## config.mk

```make
export PLATFORM = sky130hd
export DESIGN_NAME = huff_decoder
export DESIGN_NICKNAME = d
export VERILOG_FILES = /design/src/rtl/huff_pkg.sv /design/src/rtl/huff_code_match.sv /design/src/rtl/huff_decoder.sv
export SDC_FILE = /design/constraint.sdc
export NUM_CORES = 1
export LEC_CHECK = 0
export CAP_MARGIN = 20
export CORE_ASPECT_RATIO = 1.5
export CORE_MARGIN = 2
export CORE_UTILIZATION = 58
export DETAILED_ROUTE_END_ITERATION = 10
export DONT_BUFFER_PORTS = 1
export HOLD_SLACK_MARGIN = 0.12
export PLACE_DENSITY_LB_ADDON = 0.25
export SETUP_SLACK_MARGIN = 0.4
export SLEW_MARGIN = 40
export SYNTH_ARGS = -nofsm -noshare
export SYNTH_HDL_FRONTEND = slang
export SYNTH_SLANG_ARGS = --single-unit
```

## constraint.sdc

```tcl
create_clock -name clk -period 5.8 [get_ports clk]
set_input_delay 1.16 -clock clk [delete_from_list [all_inputs] [get_ports clk]]
set_output_delay 1.16 -clock clk [all_outputs]
set_load 0.01 [all_outputs]
```

## src/rtl/huff_pkg.sv

```systemverilog
// Shared Huffman widths, types and decoder state encoding.
// Used by both huff_encoder and huff_decoder.
`ifndef MAX_CHAR_COUNT
`define MAX_CHAR_COUNT 5
`endif
`ifndef MAX_STRING_LENGTH
`define MAX_STRING_LENGTH 8
`endif

package huff_pkg;
    localparam int CODE_W = `MAX_CHAR_COUNT;
    localparam int LEN_W  = $clog2(`MAX_STRING_LENGTH + 1);

    typedef logic [7:0]        char_t;
    typedef logic [CODE_W-1:0] code_t;

    typedef enum logic [2:0] {
        IDLE,
        LOAD,
        DECODE,
        EMIT,
        DONE,
        ERROR
    } dec_state_t;

    localparam char_t CHAR_UNUSED = 8'h00;
endpackage

```

## src/rtl/huff_code_match.sv

```systemverilog
// Combinational lookup of the partial code (acc, len) against the latched table.
// The scan runs from the top entry down, so the lowest matching index wins.
module huff_code_match
    import huff_pkg::*;
#(
    parameter int N  = `MAX_CHAR_COUNT,
    parameter int AW = $clog2(N + 1),
    parameter int IW = (N > 1) ? $clog2(N) : 1
) (
    input  logic [N-1:0][7:0]   char_tbl,
    input  logic [N-1:0][N-1:0] val_tbl,
    input  logic [N-1:0][N-1:0] mask_tbl,
    input  logic [N-1:0]        acc,
    input  logic [AW-1:0]       len,
    output logic                hit,
    output logic [IW-1:0]       hit_idx
);

    logic [N-1:0][AW-1:0] code_len;

    always_comb begin
        for (int i = 0; i < N; i++) begin
            code_len[i] = '0;
            for (int b = 0; b < N; b++) begin
                code_len[i] = code_len[i] + AW'(mask_tbl[i][b]);
            end
        end
    end

    always_comb begin
        hit     = 1'b0;
        hit_idx = '0;
        for (int i = N - 1; i >= 0; i--) begin
            if ((char_tbl[i] != CHAR_UNUSED) && (code_len[i] == len) &&
                ((acc & mask_tbl[i]) == (val_tbl[i] & mask_tbl[i]))) begin
                hit     = 1'b1;
                hit_idx = IW'(i);
            end
        end
    end

endmodule

```

## src/rtl/huff_decoder.sv

```systemverilog
// Huffman receive path: latches the code table, shifts in code bits MSB first,
// and emits decoded symbols while assembling them into an encoder-compatible string.
module huff_decoder
    import huff_pkg::*;
#(
    parameter int MAX_CHAR_COUNT    = `MAX_CHAR_COUNT,
    parameter int MAX_STRING_LENGTH = `MAX_STRING_LENGTH
) (
    input  logic                                             clk,
    input  logic                                             reset,
    input  logic                                             start,
    input  logic [MAX_CHAR_COUNT-1:0][7:0]                   character,
    input  logic [MAX_CHAR_COUNT-1:0][MAX_CHAR_COUNT-1:0]    encoded_value,
    input  logic [MAX_CHAR_COUNT-1:0][MAX_CHAR_COUNT-1:0]    encoded_mask,
    input  logic [$clog2(MAX_STRING_LENGTH+1)-1:0]           sym_count,
    input  logic                                             bit_in,
    input  logic                                             bit_valid,
    output logic                                             bit_ready,
    output logic [7:0]                                       char_out,
    output logic                                             char_valid,
    input  logic                                             char_ready,
    output logic [MAX_STRING_LENGTH-1:0][7:0]                data_out,
    output logic                                             done,
    output logic                                             error
);

    localparam int CW = MAX_CHAR_COUNT;
    localparam int LW = $clog2(MAX_STRING_LENGTH + 1);
    localparam int AW = $clog2(CW + 1);
    localparam int IW = (CW > 1) ? $clog2(CW) : 1;

    dec_state_t state_q, state_d;

    logic [CW-1:0][7:0]    char_tbl_q, char_tbl_d;
    logic [CW-1:0][CW-1:0] val_tbl_q,  val_tbl_d;
    logic [CW-1:0][CW-1:0] mask_tbl_q, mask_tbl_d;
    logic [LW-1:0]         sym_count_q, sym_count_d;
    logic                  single_q, single_d;
    logic [CW-1:0]         acc_q, acc_d;
    logic [AW-1:0]         acc_len_q, acc_len_d;
    logic [LW-1:0]         pos_q, pos_d;
    char_t                 char_out_q, char_out_d;
    logic                  char_valid_q, char_valid_d;
    logic [MAX_STRING_LENGTH-1:0][7:0] data_out_q, data_out_d;

    logic [CW-1:0] acc_nxt;
    logic [AW-1:0] len_nxt;
    logic          hit;
    logic [IW-1:0] hit_idx;
    logic [AW-1:0] used_cnt;
    logic          zero_mask_used;
    logic [IW-1:0] zero_idx;
    logic          single_mode;
    logic [LW-1:0] wr_idx;

    always_comb begin
        acc_nxt = {acc_q[CW-2:0], bit_in};
        len_nxt = acc_len_q + AW'(1);
        wr_idx  = sym_count_q - pos_q - LW'(1);
    end

    huff_code_match #(
        .N  (CW),
        .AW (AW),
        .IW (IW)
    ) u_match (
        .char_tbl (char_tbl_q),
        .val_tbl  (val_tbl_q),
        .mask_tbl (mask_tbl_q),
        .acc      (acc_nxt),
        .len      (len_nxt),
        .hit      (hit),
        .hit_idx  (hit_idx)
    );

    // A table whose only used entry has an empty code means the string is one
    // repeated symbol, emitted without consuming any bits.
    always_comb begin
        used_cnt       = '0;
        zero_mask_used = 1'b0;
        zero_idx       = '0;
        for (int i = 0; i < CW; i++) begin
            if (char_tbl_q[i] != CHAR_UNUSED) begin
                used_cnt = used_cnt + AW'(1);
                if (mask_tbl_q[i] == '0) begin
                    zero_mask_used = 1'b1;
                    zero_idx       = IW'(i);
                end
            end
        end
        single_mode = (used_cnt == AW'(1)) && zero_mask_used;
    end

    always_ff @(posedge clk or posedge reset) begin
        if (reset) begin
            state_q <= IDLE;
        end else begin
            state_q <= state_d;
        end
    end

    always_comb begin
        state_d      = state_q;
        char_tbl_d   = char_tbl_q;
        val_tbl_d    = val_tbl_q;
        mask_tbl_d   = mask_tbl_q;
        sym_count_d  = sym_count_q;
        single_d     = single_q;
        acc_d        = acc_q;
        acc_len_d    = acc_len_q;
        pos_d        = pos_q;
        char_out_d   = char_out_q;
        char_valid_d = char_valid_q;
        data_out_d   = data_out_q;

        case (state_q)
            IDLE, DONE, ERROR: begin
                if (start) begin
                    state_d      = LOAD;
                    char_tbl_d   = character;
                    val_tbl_d    = encoded_value;
                    mask_tbl_d   = encoded_mask;
                    sym_count_d  = sym_count;
                    single_d     = 1'b0;
                    acc_d        = '0;
                    acc_len_d    = '0;
                    pos_d        = '0;
                    char_valid_d = 1'b0;
                    data_out_d   = '0;
                end
            end
            LOAD: begin
                if (sym_count_q == '0) begin
                    state_d = DONE;
                end else if (single_mode) begin
                    state_d      = EMIT;
                    single_d     = 1'b1;
                    char_out_d   = char_tbl_q[zero_idx];
                    char_valid_d = 1'b1;
                end else begin
                    state_d = DECODE;
                end
            end
            DECODE: begin
                if (bit_valid) begin
                    if (hit) begin
                        state_d      = EMIT;
                        char_out_d   = char_tbl_q[hit_idx];
                        char_valid_d = 1'b1;
                        acc_d        = '0;
                        acc_len_d    = '0;
                    end else if (len_nxt == AW'(CW)) begin
                        state_d = ERROR;
                    end else begin
                        acc_d     = acc_nxt;
                        acc_len_d = len_nxt;
                    end
                end
            end
            EMIT: begin
                if (char_ready) begin
                    // First symbol lands at the highest used byte, last at byte 0.
                    for (int i = 0; i < MAX_STRING_LENGTH; i++) begin
                        if (LW'(i) == wr_idx) begin
                            data_out_d[i] = char_out_q;
                        end
                    end
                    pos_d = pos_q + LW'(1);
                    if (pos_d == sym_count_q) begin
                        state_d      = DONE;
                        char_valid_d = 1'b0;
                    end else if (!single_q) begin
                        state_d      = DECODE;
                        char_valid_d = 1'b0;
                    end
                end
            end
            default: begin
                state_d = IDLE;
            end
        endcase
    end

    always_ff @(posedge clk or posedge reset) begin
        if (reset) begin
            char_tbl_q   <= '0;
            val_tbl_q    <= '0;
            mask_tbl_q   <= '0;
            sym_count_q  <= '0;
            single_q     <= 1'b0;
            acc_q        <= '0;
            acc_len_q    <= '0;
            pos_q        <= '0;
            char_out_q   <= '0;
            char_valid_q <= 1'b0;
            data_out_q   <= '0;
        end else begin
            char_tbl_q   <= char_tbl_d;
            val_tbl_q    <= val_tbl_d;
            mask_tbl_q   <= mask_tbl_d;
            sym_count_q  <= sym_count_d;
            single_q     <= single_d;
            acc_q        <= acc_d;
            acc_len_q    <= acc_len_d;
            pos_q        <= pos_d;
            char_out_q   <= char_out_d;
            char_valid_q <= char_valid_d;
            data_out_q   <= data_out_d;
        end
    end

    always_comb begin
        bit_ready  = (state_q == DECODE);
        done       = (state_q == DONE);
        error      = (state_q == ERROR);
        char_out   = char_out_q;
        char_valid = char_valid_q;
        data_out   = data_out_q;
    end

endmodule

```

* Yosys cells after proc, flatten, opt, wreduce, memory -nomap -nowiden
Cells that the tools add are included.
** Word-level totals
- Flip-flop bits (word level) :: 182
- Bits in latches :: 0
- Bits in writable memories :: 0
- Memory bits (read-only) :: 0
- Bits of input ports :: 100
- Output and inout port bits :: 76
- Word-level logic and storage cells :: 244
- Memories :: 0
** Cells by class
- $add $sub $neg :: 28
- Multiply operators :: 0
- Divide/modulo/power cells :: 0
- Magnitude comparators :: 2
- Equal/unequal tests :: 42
- Shift operators :: 0
- Mux-type cells :: 86
- Bitwise operators :: 10
- Reductions and logical operators :: 45
** Operators by type and width (number)
- 64-bit 2-to-1 mux :: 2
- 64-bit one-hot mux with 2 select lines :: 1
- 8-bit 2-to-1 mux :: 14
- 3-bit 2-to-1 mux :: 27
- 5-bit bitwise AND :: 10
- 8-bit binary-select mux with 3-bit select :: 2
- 3-bit by 1-bit adder with 3-bit output :: 15
- 4-bit AND reduction :: 10
- 8-bit nonzero test :: 5
- 1-bit 2-to-1 mux :: 27
- 2-bit != test, second input constant :: 13
- 5-bit == test :: 5
- 5-bit logical NOT :: 5
- 4-bit 2-to-1 mux :: 6
- 3-bit by 4-bit == test with 1-bit output, first input constant :: 4
- 4-bit one-hot mux with 2 select lines :: 2
- 8-bit one-hot mux with 2 select lines :: 1
- 3-bit by 1-bit adder with 3-bit output, second input constant :: 5
- 3-bit == test :: 5
- 3-bit one-hot mux with 4 select lines :: 1
- 1-bit logical AND :: 11
- 1-bit by 1-bit adder with 2-bit output :: 5
- 5-bit AND reduction :: 2
- 3-bit == test, second input constant :: 3
- 23 further kinds :: 32

* Longest topological paths before layout
- Word-level depth :: 17
- Mapped depth :: 18
- Depth with buffers taken out :: 17

* Hierarchy
Synthesis repeated with hierarchy kept, for this count alone.
** Unflattened totals
- Cell total of the unflattened synthesis :: 1050
- Area total of the unflattened synthesis :: 9738.1 sq um
** Modules (own cells, without submodules)
- huff_decoder :: times used 1, cells an instance 909, area an instance 8593.2 sq um, seq. area each 4554.4 sq um
- huff_code_match :: times used 1, cells an instance 141, area an instance 1144.8 sq um, seq. area each 0.0 sq um

* Worst setup path before layout
No wires, ideal clock.
- Kind :: flip-flop to flip-flop
- From :: register char_tbl_q[12] in the netlist's numbering
- To :: register char_out_q[0] (netlist: char_out[0])
- Arrival :: 3.854 ns
- Data required time :: 5.676 ns
- Setup slack :: 1.822 ns
- Stages on the path, launching flop included :: 18
- Cells stage by stage :: dfrtp_1 or4_1 or2_1 ha_1 nand3b_1 a21boi_0 ha_1 inv_1 o21ai_0 ha_1 o21ai_0 xor2_1 xnor2_1 or4_4 nor3_4 a31oi_4 buf_6 a211o_1
** Between the ends
- Cells in the longest elaborated chain, start to end :: 13
- Elaborated cells on any way between the ends :: 42
** RTL lines
- start, declared :: RTL line huff_decoder.sv:34 : logic [CW-1:0][7:0] char_tbl_q, char_tbl_d;
- start signal, assigned :: RTL line huff_decoder.sv:198 : char_tbl_q <= char_tbl_d;
- 8-bit nonzero test * :: RTL line huff_code_match.sv:34, huff_decoder.sv:83
- parallel branches: the longest is 12 deep, another holds 3-bit by 1-bit adder with 3-bit output
- end signal, assigned :: RTL line huff_decoder.sv:206 : char_out_q <= char_out_d;
- end, declared :: RTL line huff_decoder.sv:42 : char_t char_out_q, char_out_d;
Every way passes the cells marked *. The select of a mux whose other input is x is not followed.
A chain may end at the register's enable or synchronous reset.

* Worst setup path after layout
- From :: register mask_tbl_q[5] in the netlist's numbering
- To :: register char_out_q[6] (netlist: char_out[6])
** Between the ends
- Cells in the longest elaborated chain, start to end :: 14
- Elaborated cells on any way between the ends :: 44
** RTL lines
- start, declared :: RTL line huff_decoder.sv:36 : logic [CW-1:0][CW-1:0] mask_tbl_q, mask_tbl_d;
- start signal, assigned :: RTL line huff_decoder.sv:200 : mask_tbl_q <= mask_tbl_d;
- 1-bit by 1-bit adder with 2-bit output / 5-bit logical NOT (equally long branches) :: RTL line huff_code_match.sv:25, huff_decoder.sv:85
- 3-bit by 1-bit adder with 3-bit output / 1-bit 2-to-1 mux (equally long branches) :: RTL line huff_code_match.sv:25, huff_decoder.sv:85
- 3-bit by 1-bit adder with 3-bit output / 1-bit 2-to-1 mux (equally long branches) :: RTL line huff_code_match.sv:25, huff_decoder.sv:83
- 3-bit by 1-bit adder with 3-bit output / 3-bit 2-to-1 mux (equally long branches) :: RTL line huff_code_match.sv:25, huff_decoder.sv:85
- 3-bit == test / 3-bit 2-to-1 mux (equally long branches) :: RTL line huff_code_match.sv:34, huff_decoder.sv:83
- 1-bit logical AND / 3-bit 2-to-1 mux (equally long branches) :: RTL line huff_code_match.sv:34, huff_decoder.sv:85
- 1-bit logical AND / 3-bit 2-to-1 mux (equally long branches) :: RTL line huff_code_match.sv:34, huff_decoder.sv:83
- 3-bit 2-to-1 mux, on equally long branches :: RTL line huff_code_match.sv:34, huff_decoder.sv:85
- 3-bit 2-to-1 mux, on equally long branches :: RTL line huff_code_match.sv:34, huff_decoder.sv:83
- 8-bit binary-select mux with 3-bit select, on equally long branches :: RTL line huff_decoder.sv:148, huff_decoder.sv:138
- 8-bit 2-to-1 mux, on equally long branches :: RTL line huff_decoder.sv:148, huff_decoder.sv:138
- 8-bit 2-to-1 mux, on equally long branches :: RTL line huff_decoder.sv:146, huff_decoder.sv:135
- 8-bit 2-to-1 mux, on equally long branches :: RTL line huff_decoder.sv:145, huff_decoder.sv:133
- 8-bit one-hot mux with 2 select lines :: RTL line huff_decoder.sv:116 : case (state_q)
Parallel ways exist; a longest one is shown, timed or not. The select of a mux whose other input is x is not followed.

==> impl_metrics.yaml <==
logic_synthesis:
  synth_fp_nets: 1016
  synth_edf_count: 0
  ys_ff_latch: 182
  ys_types: 66
  synth_compound_area_frac: 0.122
  synthSimpleGateAreaFrac: 0.104
  synth_xor_area_frac: 0.0514
  synth_flop_cell: "dfrtp_1"
  synthAdderAreaFrac: 0.0562
  synth_top_family_by_area: "multiplexers"
  ys_seq_area_frac: 0.480
  synthTopCellsByArea: "dfrtp_1 48%, mux2_2 13%, o21ai_0 4.6%"
  synth-async-reset-ratio: 1.00
  netlist_top_cells_count: "182 x dfrtp_1, 107 x mux2_2, 100 x nand2_1"
  synth_area_leader_cell: "dfrtp_1"
  ys_warn_count: 0
  syn_area_sq_um: 9490
  yosysMostFrequentCell: "dfrtp_1"
  synthMuxAreaShare: 0.145
  yosysTopAreaCellShare: 0.480
  synthCells: 880
  syn_avg_cell_area_sq_um: 10.8
setup_path:
  critPathRequiredTime_ns: 6.12
  cp_max_fo: 14
  arrival_ns: 4.72
  worstPathCellList: "inv_1 > ha_1 > inv_1 > fa_1 > inv_1 > ha_1 > fa_1 > xnor2_1 > nand4_1 > nor4_1 > a211o_1 > mux2_2 > o221ai_1 > a311oi_1 > a211o_1"
  crit_path_frequent_cell: "inv_1"
  path_buf_inv: 3
  critPathSlowestCell: "a211o_1"
  crit_cells: 15
  startpoint_type: "register"
  max_stage_delay_ns: 0.61
  crit_family: "adder cells"
  cp-end-kind: "register"
  r2r_cells: 15
  critical_path_class: "register to register"
sta:
  finalHoldViolations: 0
  finClkSkew_ns: 0.0161
  slew_headroom: 0.494
  holdWs_ns: 0.526
  rsz0062_at_grt: "false"
  setup_viol_count_final: 0
  tns_ns: 0
  fin_crit_ns: 4.40
  finalCritPeriodShare: 0.759
  worst_pin_slew_ns: 0.759
  drv_slew: 0
  fmax_mhz: 227
floorplan:
  dieWidth_um: 108
  floorplan.initialDensity: 0.589
  rows: 57
  die-area_sq_um: 17400
  ios: 176
  die_y_um: 161
  core-area_sq_um: 16100
final_layout:
  drive_above_1_share: 0.198
  final_net_count: 1000
  final_cell_area_sq_um: 10300
  fillers: 1265
  finish.utilization: 0.639
  regArea_sq_um: 4550
  antenna_cells: 0
  multi_input_area_sq_um: 4580
  areaGrowthSynthToFinish_pct: 8.57
  layoutNonFillerInstCount: 1083
clock_tree:
  cts_resized: 0
  cts_inserted_buffers: 17
  cts_max_level: 4
  cts_sinks: 182
  cts_setup_buffers: 0
  clkSlewWorstSetupHoldPaths_ns: 0.08
  root_buffer: "clkbuf_16"
  cts_hold_buf: 0
  cts_tree: "built"
  cts.path.max_buffers: 2
  clk_latency_ns: 0.44
detailed_routing:
  first_iter_violations: 497
  ant_nets: 0
  drc: 0
  firstDrtPassIters: 5
  drt-vias-per-instance: 6.20
  wirelength_um: 23500
  wl_per_cell_um: 21.7
  vias: 6711
flow_run:
  maxCapViolCount: 0
global_routing:
  grt_pass1_wl_um: 37700
  first_global_vias: 7193
  antenna_found_initial: 0
  grt_max_degree: 101
  grt_overflow: 0
  track_usage: 0.281
placement:
  io_buffer_count: 0
  placed_cells: 1051
  hpwl_um: 17800
  place.gp.congestion: 0.937
  dpl-instance-area_sq_um: 9690
outcome:
  status: "finished clean"
hold_path:
  hold_path.class: "register to register"
  hold_depth: 2
power_and_ir_drop:
  internal_power_uw: 3800
  swShare: 0.435
  comb_power_share: 0.480
  vdd_drop_max_mv: 0.347
  clkPwrFrac: 0.178
  switchingPower_uw: 2920
  p_per_area_nw_per_um2: 653
  leakage_uw: 0.00460
  p_seq_frac: 0.342
[layout by cell type, fill, tap and decap left out, types with 5 or more instances in the layout]
| cell type | n |
|---|---|
| nor2_1 | 31 |
| ha_1 | 25 |
| o21ai_1 | 5 |
| fa_1 | 11 |
| o21ai_0 | 87 |
| mux2i_1 | 16 |
| a211o_1 | 5 |
| nor4_1 | 7 |
| inv_8 | 6 |
| xnor2_1 | 23 |
| nand3_1 | 6 |
| mux2_2 | 107 |
| inv_1 | 55 |
| a22o_1 | 5 |
| and3_1 | 15 |
| nand2_1 | 100 |
| buf_4 | 5 |
| o31ai_1 | 6 |
| dfrtp_1 | 182 |
| a21oi_1 | 21 |
| clkbuf_16 | 17 |
| a211oi_1 | 9 |
| o221ai_1 | 7 |
| xor2_1 | 27 |
[worst reg2reg max path, stage by stage, from the launching register on]
cell,delay [ns]
dfrtp_1,0.38
inv_1,0.07
ha_1,0.27
inv_1,0.04
fa_1,0.48
inv_1,0.04
ha_1,0.18
fa_1,0.49
xnor2_1,0.11
nand4_1,0.10
nor4_1,0.53
a211o_1,0.61
mux2_2,0.42
o221ai_1,0.18
a311oi_1,0.09
a211o_1,0.30
[metal layers]
metal,routed length [um],GRT usage,up-vias
met5,0,0,-
met4,961,0.139,0
met3,1540,0.0580,60
met2,12400,0.494,276
met1,8620,0.318,3327
li1,-,-,3048
[kinds of logic after synthesis]
| kind of cell | Yosys count |
|---|---|
| xor+xnor | 52 |
| compound gates | 184 |
| flops | 182 |
| buf+inv | 99 |
| mux | 124 |
| fa+ha+maj | 36 |
| simple gates | 203 |
[state kept, by name, summed over array words and instances, names as in the netlist]
register and count:
data_out 64, acc_len_q 3, char_tbl_q 40, mask_tbl_q 25, char_valid 1, single_q 1, sym_count_q 4, state_q 3
val_tbl_q 25, pos_q 4, char_out 8, acc_q 4
[final timing paths]
check	from	slack, ns	to
min reg2reg	single_q	0.53	single_q
min	single_q	0.53	single_q
max	mask_tbl_q[5]	1.40	char_out[6]
max in group asynchronous	reset	4.25	char_tbl_q[0]
min in group asynchronous	reset	0.69	data_out[14]
max reg2reg	mask_tbl_q[5]	1.40	char_out[6]
[metrics by stage]
step | setup WS, ns | total power [uW]
final | 1.40 | 6730
after global routing | 1.14 | 7230
after CTS | 1.38 | 6740
after detailed placement | 1.42 | 5520
after global placement | 1.62 | 5370
after floorplan | 1.82 | 4730
[power groups by stage]
| stage | Combinational, uW | Sequential (uW) | Clock (uW) |
|---|---|---|---|
| 6_report | 3230 | 2300 | 1200 |
| 5_1_grt | 3590 | 2360 | 1280 |
| 4_1_cts | 3230 | 2300 | 1210 |
| 3_5_place_dp | 3200 | 2320 | 0 |
| 3_3_place_gp | 3070 | 2300 | 0 |
| 2_1_floorplan | 2650 | 2090 | 0 |
[area by class of cell]
cell class	count	area share
tap	206	0.0250
inverter	57	0.0211
multi-input combinational	599	0.445
clock inverter	15	0.0177
sequential	182	0.442
timing repair buffer	7	0.00826
clock buffer	17	0.0413
Power figures use the tool's default switching activity.
